## src/rtl/uart_pkg.sv

```systemverilog
// Shared types and constants for the UART transmit framer.
package uart_pkg;

    // Raw encodings of the parity_mode input.
    localparam logic [2:0] PM_NONE  = 3'd0;
    localparam logic [2:0] PM_EVEN  = 3'd1;
    localparam logic [2:0] PM_ODD   = 3'd2;
    localparam logic [2:0] PM_MARK  = 3'd3;
    localparam logic [2:0] PM_SPACE = 3'd4;

    typedef enum logic [2:0] {
        PAR_NONE  = PM_NONE,
        PAR_EVEN  = PM_EVEN,
        PAR_ODD   = PM_ODD,
        PAR_MARK  = PM_MARK,
        PAR_SPACE = PM_SPACE
    } parity_mode_t;

    typedef enum logic [2:0] {
        ST_IDLE,
        ST_START,
        ST_DATA,
        ST_PARITY,
        ST_STOP
    } tx_state_t;

    // Unused encodings 5..7 fall back to no parity.
    function automatic parity_mode_t decode_parity_mode(input logic [2:0] raw);
        case (raw)
            PM_EVEN:  return PAR_EVEN;
            PM_ODD:   return PAR_ODD;
            PM_MARK:  return PAR_MARK;
            PM_SPACE: return PAR_SPACE;
            default:  return PAR_NONE;
        endcase
    endfunction

endpackage

```

## src/rtl/uart_tx_framer_if.sv

```systemverilog
// Character handshake, frame configuration and serial line of the UART framer.
interface uart_tx_framer_if #(
    parameter int DWIDTH = 8
);
    logic [DWIDTH-1:0] tx_data;
    logic              tx_valid;
    logic              tx_ready;
    logic [2:0]        parity_mode;
    logic              stop2;
    logic              txd;
    logic              tx_busy;
    logic              tx_done;

    modport master (
        output tx_data, tx_valid, parity_mode, stop2,
        input  tx_ready, txd, tx_busy, tx_done
    );

    modport slave (
        input  tx_data, tx_valid, parity_mode, stop2,
        output tx_ready, txd, tx_busy, tx_done
    );
endinterface

```

## src/rtl/uart_parity_unit.sv

```systemverilog
// Parity bit generator for one character under the selected parity mode.
module uart_parity_unit
    import uart_pkg::*;
#(
    parameter int DWIDTH = 8
) (
    input  logic [DWIDTH-1:0] data,
    input  parity_mode_t      mode,
    output logic              parity_bit
);

    // Pick the bit that gives the whole data+parity group the requested parity.
    always_comb begin
        parity_bit = 1'b0;
        case (mode)
            PAR_EVEN:  parity_bit = ^data;
            PAR_ODD:   parity_bit = ~^data;
            PAR_MARK:  parity_bit = 1'b1;
            PAR_SPACE: parity_bit = 1'b0;
            default:   parity_bit = 1'b0;
        endcase
    end

endmodule

```

## src/rtl/uart_tx_framer.sv

```systemverilog
// UART transmit framer: start bit, DWIDTH data bits LSB first, optional parity,
// one or two stop bits; back-to-back frames with no idle gap.
module uart_tx_framer
    import uart_pkg::*;
#(
    parameter int DWIDTH       = 8,
    parameter int CLKS_PER_BIT = 16
) (
    input  logic             HCLK,
    input  logic             HRESET,
    uart_tx_framer_if.slave  bus
);

    localparam int CW = (CLKS_PER_BIT > 1) ? $clog2(CLKS_PER_BIT) : 1;
    localparam int IW = $clog2(DWIDTH);
    localparam logic [CW-1:0] LAST_CNT = CW'(CLKS_PER_BIT - 1);
    localparam logic [IW-1:0] LAST_IDX = IW'(DWIDTH - 1);

    tx_state_t         state_q, state_d;
    logic [CW-1:0]     cnt_q, cnt_d;
    logic [IW-1:0]     idx_q, idx_d;
    logic              stop_idx_q, stop_idx_d;
    logic [DWIDTH-1:0] data_q, data_d;
    logic [DWIDTH-1:0] shift_q, shift_d;
    parity_mode_t      mode_q, mode_d;
    logic              stop2_q, stop2_d;
    logic              txd_q, txd_d;
    logic              parity_bit;
    logic              bit_end;
    logic              last_stop;
    logic              tx_ready;
    logic              accept;

    uart_parity_unit #(
        .DWIDTH (DWIDTH)
    ) u_parity (
        .data       (data_q),
        .mode       (mode_q),
        .parity_bit (parity_bit)
    );

    assign bit_end   = (cnt_q == LAST_CNT);
    assign last_stop = (state_q == ST_STOP) && bit_end && (stop_idx_q == stop2_q);
    assign tx_ready  = (state_q == ST_IDLE) || last_stop;
    assign accept    = bus.tx_valid && tx_ready;

    assign bus.tx_ready = tx_ready;
    assign bus.tx_done  = last_stop;
    assign bus.tx_busy  = (state_q != ST_IDLE);
    assign bus.txd      = txd_q;

    // Next-state, bit timing and next serial level.
    always_comb begin
        state_d    = state_q;
        cnt_d      = cnt_q;
        idx_d      = idx_q;
        stop_idx_d = stop_idx_q;
        data_d     = data_q;
        shift_d    = shift_q;
        mode_d     = mode_q;
        stop2_d    = stop2_q;
        txd_d      = txd_q;

        if (state_q != ST_IDLE) begin
            cnt_d = bit_end ? '0 : cnt_q + 1'b1;
        end

        case (state_q)
            ST_IDLE: begin
            end
            ST_START: begin
                if (bit_end) begin
                    state_d = ST_DATA;
                    idx_d   = '0;
                    txd_d   = shift_q[0];
                end
            end
            ST_DATA: begin
                if (bit_end) begin
                    if (idx_q == LAST_IDX) begin
                        if (mode_q != PAR_NONE) begin
                            state_d = ST_PARITY;
                            txd_d   = parity_bit;
                        end else begin
                            state_d    = ST_STOP;
                            stop_idx_d = 1'b0;
                            txd_d      = 1'b1;
                        end
                    end else begin
                        idx_d   = idx_q + 1'b1;
                        shift_d = shift_q >> 1;
                        txd_d   = shift_q[1];
                    end
                end
            end
            ST_PARITY: begin
                if (bit_end) begin
                    state_d    = ST_STOP;
                    stop_idx_d = 1'b0;
                    txd_d      = 1'b1;
                end
            end
            ST_STOP: begin
                if (bit_end) begin
                    if (stop_idx_q == stop2_q) begin
                        state_d = ST_IDLE;
                        txd_d   = 1'b1;
                    end else begin
                        stop_idx_d = 1'b1;
                    end
                end
            end
            default: state_d = ST_IDLE;
        endcase

        // Accept is only possible in IDLE or the final stop cycle, so it
        // overrides whatever those states decided and opens a new frame.
        if (accept) begin
            state_d = ST_START;
            cnt_d   = '0;
            txd_d   = 1'b0;
            data_d  = bus.tx_data;
            shift_d = bus.tx_data;
            mode_d  = decode_parity_mode(bus.parity_mode);
            stop2_d = bus.stop2;
        end
    end

    // State, counters, latched frame configuration and registered serial line.
    always_ff @(posedge HCLK) begin
        if (HRESET) begin
            state_q    <= ST_IDLE;
            cnt_q      <= '0;
            idx_q      <= '0;
            stop_idx_q <= 1'b0;
            data_q     <= '0;
            shift_q    <= '0;
            mode_q     <= PAR_NONE;
            stop2_q    <= 1'b0;
            txd_q      <= 1'b1;
        end else begin
            state_q    <= state_d;
            cnt_q      <= cnt_d;
            idx_q      <= idx_d;
            stop_idx_q <= stop_idx_d;
            data_q     <= data_d;
            shift_q    <= shift_d;
            mode_q     <= mode_d;
            stop2_q    <= stop2_d;
            txd_q      <= txd_d;
        end
    end

    // While the parity bit is on the line, data plus parity must match the mode.
    a_parity_ok: assert property (
        @(posedge HCLK) disable iff (HRESET)
        (state_q == ST_PARITY && (mode_q == PAR_EVEN || mode_q == PAR_ODD))
            |-> ((^data_q ^ txd_q) == (mode_q == PAR_ODD))
    );

endmodule
```

## src/flat_wrapper.sv

```systemverilog
// flat-port wrapper written by rule: the top's interface ports become plain ports
module uart_tx_framer_flat import uart_pkg::*;
#(
    parameter int DWIDTH       = 8,
    parameter int CLKS_PER_BIT = 16
)
  (HCLK, HRESET, bus_tx_data, bus_tx_valid, bus_parity_mode, bus_stop2, bus_tx_ready, bus_txd, bus_tx_busy, bus_tx_done);
  uart_tx_framer_if #(.DWIDTH(DWIDTH)) bus_i ();
  input  logic HCLK;
  input  logic HRESET;
  input wire logic [$bits(bus_i.tx_data)-1:0] bus_tx_data;
  input wire logic [$bits(bus_i.tx_valid)-1:0] bus_tx_valid;
  input wire logic [$bits(bus_i.parity_mode)-1:0] bus_parity_mode;
  input wire logic [$bits(bus_i.stop2)-1:0] bus_stop2;
  output wire logic [$bits(bus_i.tx_ready)-1:0] bus_tx_ready;
  output wire logic [$bits(bus_i.txd)-1:0] bus_txd;
  output wire logic [$bits(bus_i.tx_busy)-1:0] bus_tx_busy;
  output wire logic [$bits(bus_i.tx_done)-1:0] bus_tx_done;
  assign bus_i.tx_data = bus_tx_data;
  assign bus_i.tx_valid = bus_tx_valid;
  assign bus_i.parity_mode = bus_parity_mode;
  assign bus_i.stop2 = bus_stop2;
  assign bus_tx_ready = bus_i.tx_ready;
  assign bus_txd = bus_i.txd;
  assign bus_tx_busy = bus_i.tx_busy;
  assign bus_tx_done = bus_i.tx_done;
  uart_tx_framer #(.DWIDTH(DWIDTH), .CLKS_PER_BIT(CLKS_PER_BIT)) u_core (.HCLK(HCLK), .HRESET(HRESET), .bus(bus_i));
endmodule
```

## config.mk

```make
export PLATFORM = sky130hd
export DESIGN_NAME = uart_tx_framer_flat
export DESIGN_NICKNAME = d
export VERILOG_FILES = /design/src/rtl/uart_pkg.sv /design/src/rtl/uart_tx_framer_if.sv /design/src/rtl/uart_parity_unit.sv /design/src/rtl/uart_tx_framer.sv /design/src/flat_wrapper.sv
export SDC_FILE = /design/constraint.sdc
export NUM_CORES = 1
export LEC_CHECK = 0
export CORE_ASPECT_RATIO = 0.6
export CORE_UTILIZATION = 35
export CTS_CLUSTER_DIAMETER = 100
export DETAILED_ROUTE_END_ITERATION = 8
export GPL_ROUTABILITY_DRIVEN = 1
export HOLD_SLACK_MARGIN = 0.05
export MAX_ROUTING_LAYER = met4
export PLACE_DENSITY = 0.52
export SYNTH_ARGS = -nofsm -noshare
export SYNTH_HDL_FRONTEND = slang
export SYNTH_SLANG_ARGS = --single-unit
```

## constraint.sdc

```tcl
create_clock -name HCLK -period 3.2 [get_ports HCLK]
set_input_delay 0.48 -clock HCLK [delete_from_list [all_inputs] [get_ports HCLK]]
set_output_delay 0.48 -clock HCLK [all_outputs]
set_load 0.005 [all_outputs]
```

==> run summary <==
Setup Buffers After CTS = 0
# nets final = 237
Largest net degree at the start of global routing = 21
Routability cong. = 0.781
1st-iter DRT viols = 70
Synth cell types = 33
Vias in the first global route = 1210
PwrDens = 484 mW/mm²
Fmax achieved = 389 MHz
First-pass detailed-route iteration total = 4
Tcrit/Tclk final = 80.3%
Die X = 89.6 µm
Fillcell total = 415
Setup violators final = 0
Post-CTS sizing = 0
Maxcap violations = 0
Leak = 0.722 nW
Non-filler cells, final = 280
Clock sink count = 32
Die Ht = 54.5 µm
Clock transition at path regs = 70 ps
Largest delay contributor family on the critical path = simple AND/OR/NAND/NOR gates
Clock skew = 4.25 ps
Crit Path Class = reg2out
Max VDD drop = 0.000281 V
Post-DRT Antenna Nets = 0
Post-DP HPWL = 2.59 mm
Post-Synthesis Cells = 202
Cell area after synthesis = 0.00161 mm²
RSZ-0062 raised after global routing = no
Number of core rows = 18
Cts hold-fix bufs = 0
Via count = 1367
Dpl cells = 272
Max Slew Vio Count = 0
Crit-path cells = ha_1 -> and3_1 -> nand2_1 -> nor3_1 -> clkdlybuf4s50_1
Status = complete, no violations
Fraction of layout cells with a size suffix above 1 = 10.0%
CTS tree = yes
Initial antenna violation count = 0
Vias per inst = 4.88
Worst-path cell with the longest stage delay = clkdlybuf4s50_1
Area grow syn2layout = 20.1%
Root Driver = clkbuf_8
Routed WL per cell = 12.6 µm
Total wire length = 3.52 mm
Worst Slack Setup Final = 631 ps
Critical path endpoint category = output port
Crit start category = flip-flop
Worst-margin pin slew = 524 ps
Tmin final = 2570 ps
#FFs+latches synth = 32
Crit-path max cell delay = 520 ps
CTS max path bufs = 2
Critical Path RT = 2720 ps
Place WS = 956 ps
Insertion delay to the later sink of the worst-skew pair = 280 ps
Average cell area after synthesis = 7.97 µm²
Final Hold Viols = 0
CTS H-tree depth = 2
Total gr overflow = 0
Die area = 0.00488 mm²
Buf+Inv Stages, Crit Path = 1
TNS Setup = 0 ps
Relative slew slack = 65.0%
IO buf count = 18
Syn Nets = 220
# IOs = 19
Seq/Total Area, Yosys = 39.8%
Crit-path max FO = 9
Global-route wire length before repair = 5.78 mm
Diode count = 0
Hold WC Path Type = reg2reg
Drt drc = 0
Total GRT Usage = 16.7%
Starting Density = 37.8%
Core Area = 0.00426 mm²
Crit path DAT = 2090 ps
Synth Warn # = 0
CTS buffer count = 5
==> Yosys cell counts (all sizes together) <==
| cell type | instances | area share [%] |
|---|---|---|
| clkbuf | 4 | 0.93 |
| inv | 2 | 0.47 |
| nand3b | 2 | 0.93 |
| nand2b | 2 | 1.2 |
| mux2i | 1 | 0.62 |
| mux2 | 7 | 6.5 |
| a21oi | 31 | 9.6 |
| nand3 | 6 | 1.9 |
| nor3 | 7 | 2.2 |
| or3 | 2 | 0.78 |
| and2b | 1 | 0.47 |
| buf | 6 | 2.6 |
| nor2b | 2 | 0.78 |
| a31o | 1 | 0.54 |
| ha | 3 | 2.3 |
| xor2 | 2 | 1.1 |
| a31oi | 2 | 0.78 |
| nand2 | 44 | 10 |
| o21ai | 8 | 2.5 |
| a211oi | 2 | 0.93 |
| nor2 | 17 | 4.0 |
| a41oi | 1 | 0.54 |
| dfxtp | 32 | 40 |
| or2 | 3 | 1.2 |
| o211ai | 2 | 0.93 |
| or4 | 1 | 0.47 |
| o22a | 1 | 0.54 |
| and3 | 2 | 0.78 |
| xnor2 | 8 | 4.4 |
==> flip-flops by register name (all words and copies together), names as in the netlist <==
register and flops:
u_core.stop2_q 1, u_core.cnt_q 4, u_core.stop_idx_q 1, u_core.idx_q 3, u_core.shift_q 8, u_core.data_q 8
u_core.state_q 3, u_core.mode_q 3, u_core.bus.txd 1
==> worst paths after layout <==
path / from / endpoint / slack, ps / cells after the start
worst min-delay path: u_core.idx_q[2]$_SDFFE_PP0P_ / u_core.idx_q[2]$_SDFFE_PP0P_ / 470 / 2
worst max-delay path: u_core.cnt_q[0]$_SDFFE_PP0P_ / bus_tx_done / 630 / 5
worst min register to register: u_core.idx_q[2]$_SDFFE_PP0P_ / u_core.idx_q[2]$_SDFFE_PP0P_ / 470 / 2
worst max register to register: u_core.idx_q[0]$_SDFFE_PP0P_ / u_core.shift_q[4]$_SDFFE_PP0P_ / 1000 / 6
==> per-layer routing <==
| metal | track usage, % | wire (µm) |
|---|---|---|
| met1 | 24.0 | 1890 |
| met2 | 22.3 | 1410 |
| met3 | 4.52 | 187 |
| met4 | 4.76 | 35 |
| met5 | - | 0 |
==> worst reg2reg max path, delay by kind of cell, from the launching register on <==
kind            cells  cell delay (ps)
fa+ha+maj           2              440
simple gates        2              850
flops               1              320
compound gates      1               80
mux                 1              390
==> cell type report <==
class	count	area, µm²	area share (%)
multi-input cells	158	905	46.8
flip-flops and latches	32	641	33.1
repair buffers	20	195	10.1
well taps	60	75.1	3.88
clock buffers	5	68.8	3.56
clock inverters	3	42.5	2.20
inverters	2	7.51	0.388
==> report_power, final <==
| part | switching, mW | internal [mW] | total [mW] |
|---|---|---|---|
| clock | 0.155 | 0.230 | 0.386 |
| combinational | 0.0572 | 0.0628 | 0.120 |
| sequential | 0.0149 | 0.416 | 0.431 |
| total | 0.227 | 0.709 | 0.937 |
==> cell usage in the layout (no fill, tap or decap), types with 3 or more instances in the layout <==
| master | Yosys | routed |
|---|---|---|
| mux2_4 | 7 | 7 |
| nor3_1 | 7 | 7 |
| clkdlybuf4s50_1 | 0 | 18 |
| xnor2_1 | 8 | 8 |
| dfxtp_1 | 32 | 32 |
| nor2_1 | 17 | 17 |
| nand2_1 | 44 | 44 |
| a21oi_1 | 31 | 31 |
| clkbuf_8 | 0 | 5 |
| o21ai_0 | 8 | 8 |
| ha_1 | 3 | 3 |
| nand3_1 | 6 | 6 |
==> cells by family after synthesis <==
| logic type | Yosys count | share of synthesized area (%) |
|---|---|---|
| simple gates | 89 | 24.9 |
| compound gates | 48 | 16.4 |
| flops | 32 | 39.8 |
| buf+inv | 12 | 4.04 |
| xor+xnor | 10 | 5.44 |
| mux | 8 | 7.15 |
| fa+ha+maj | 3 | 2.33 |
==> stage by stage <==
stage / instance area [µm²] / hold WS (ps) / util, % / power, mW
after floorplan: 1610 / 436 / - / 0.519
after global placement: 1820 / 451 / 42.8 / 0.559
after detailed placement: 1820 / 456 / 42.8 / 0.561
after CTS: 1930 / 466 / 45.4 / 0.949
after global routing: 1930 / 489 / 45.4 / 0.982
final: 1930 / 465 / 45.4 / 0.937
Note: power is estimated with default switching activity, not from simulation.
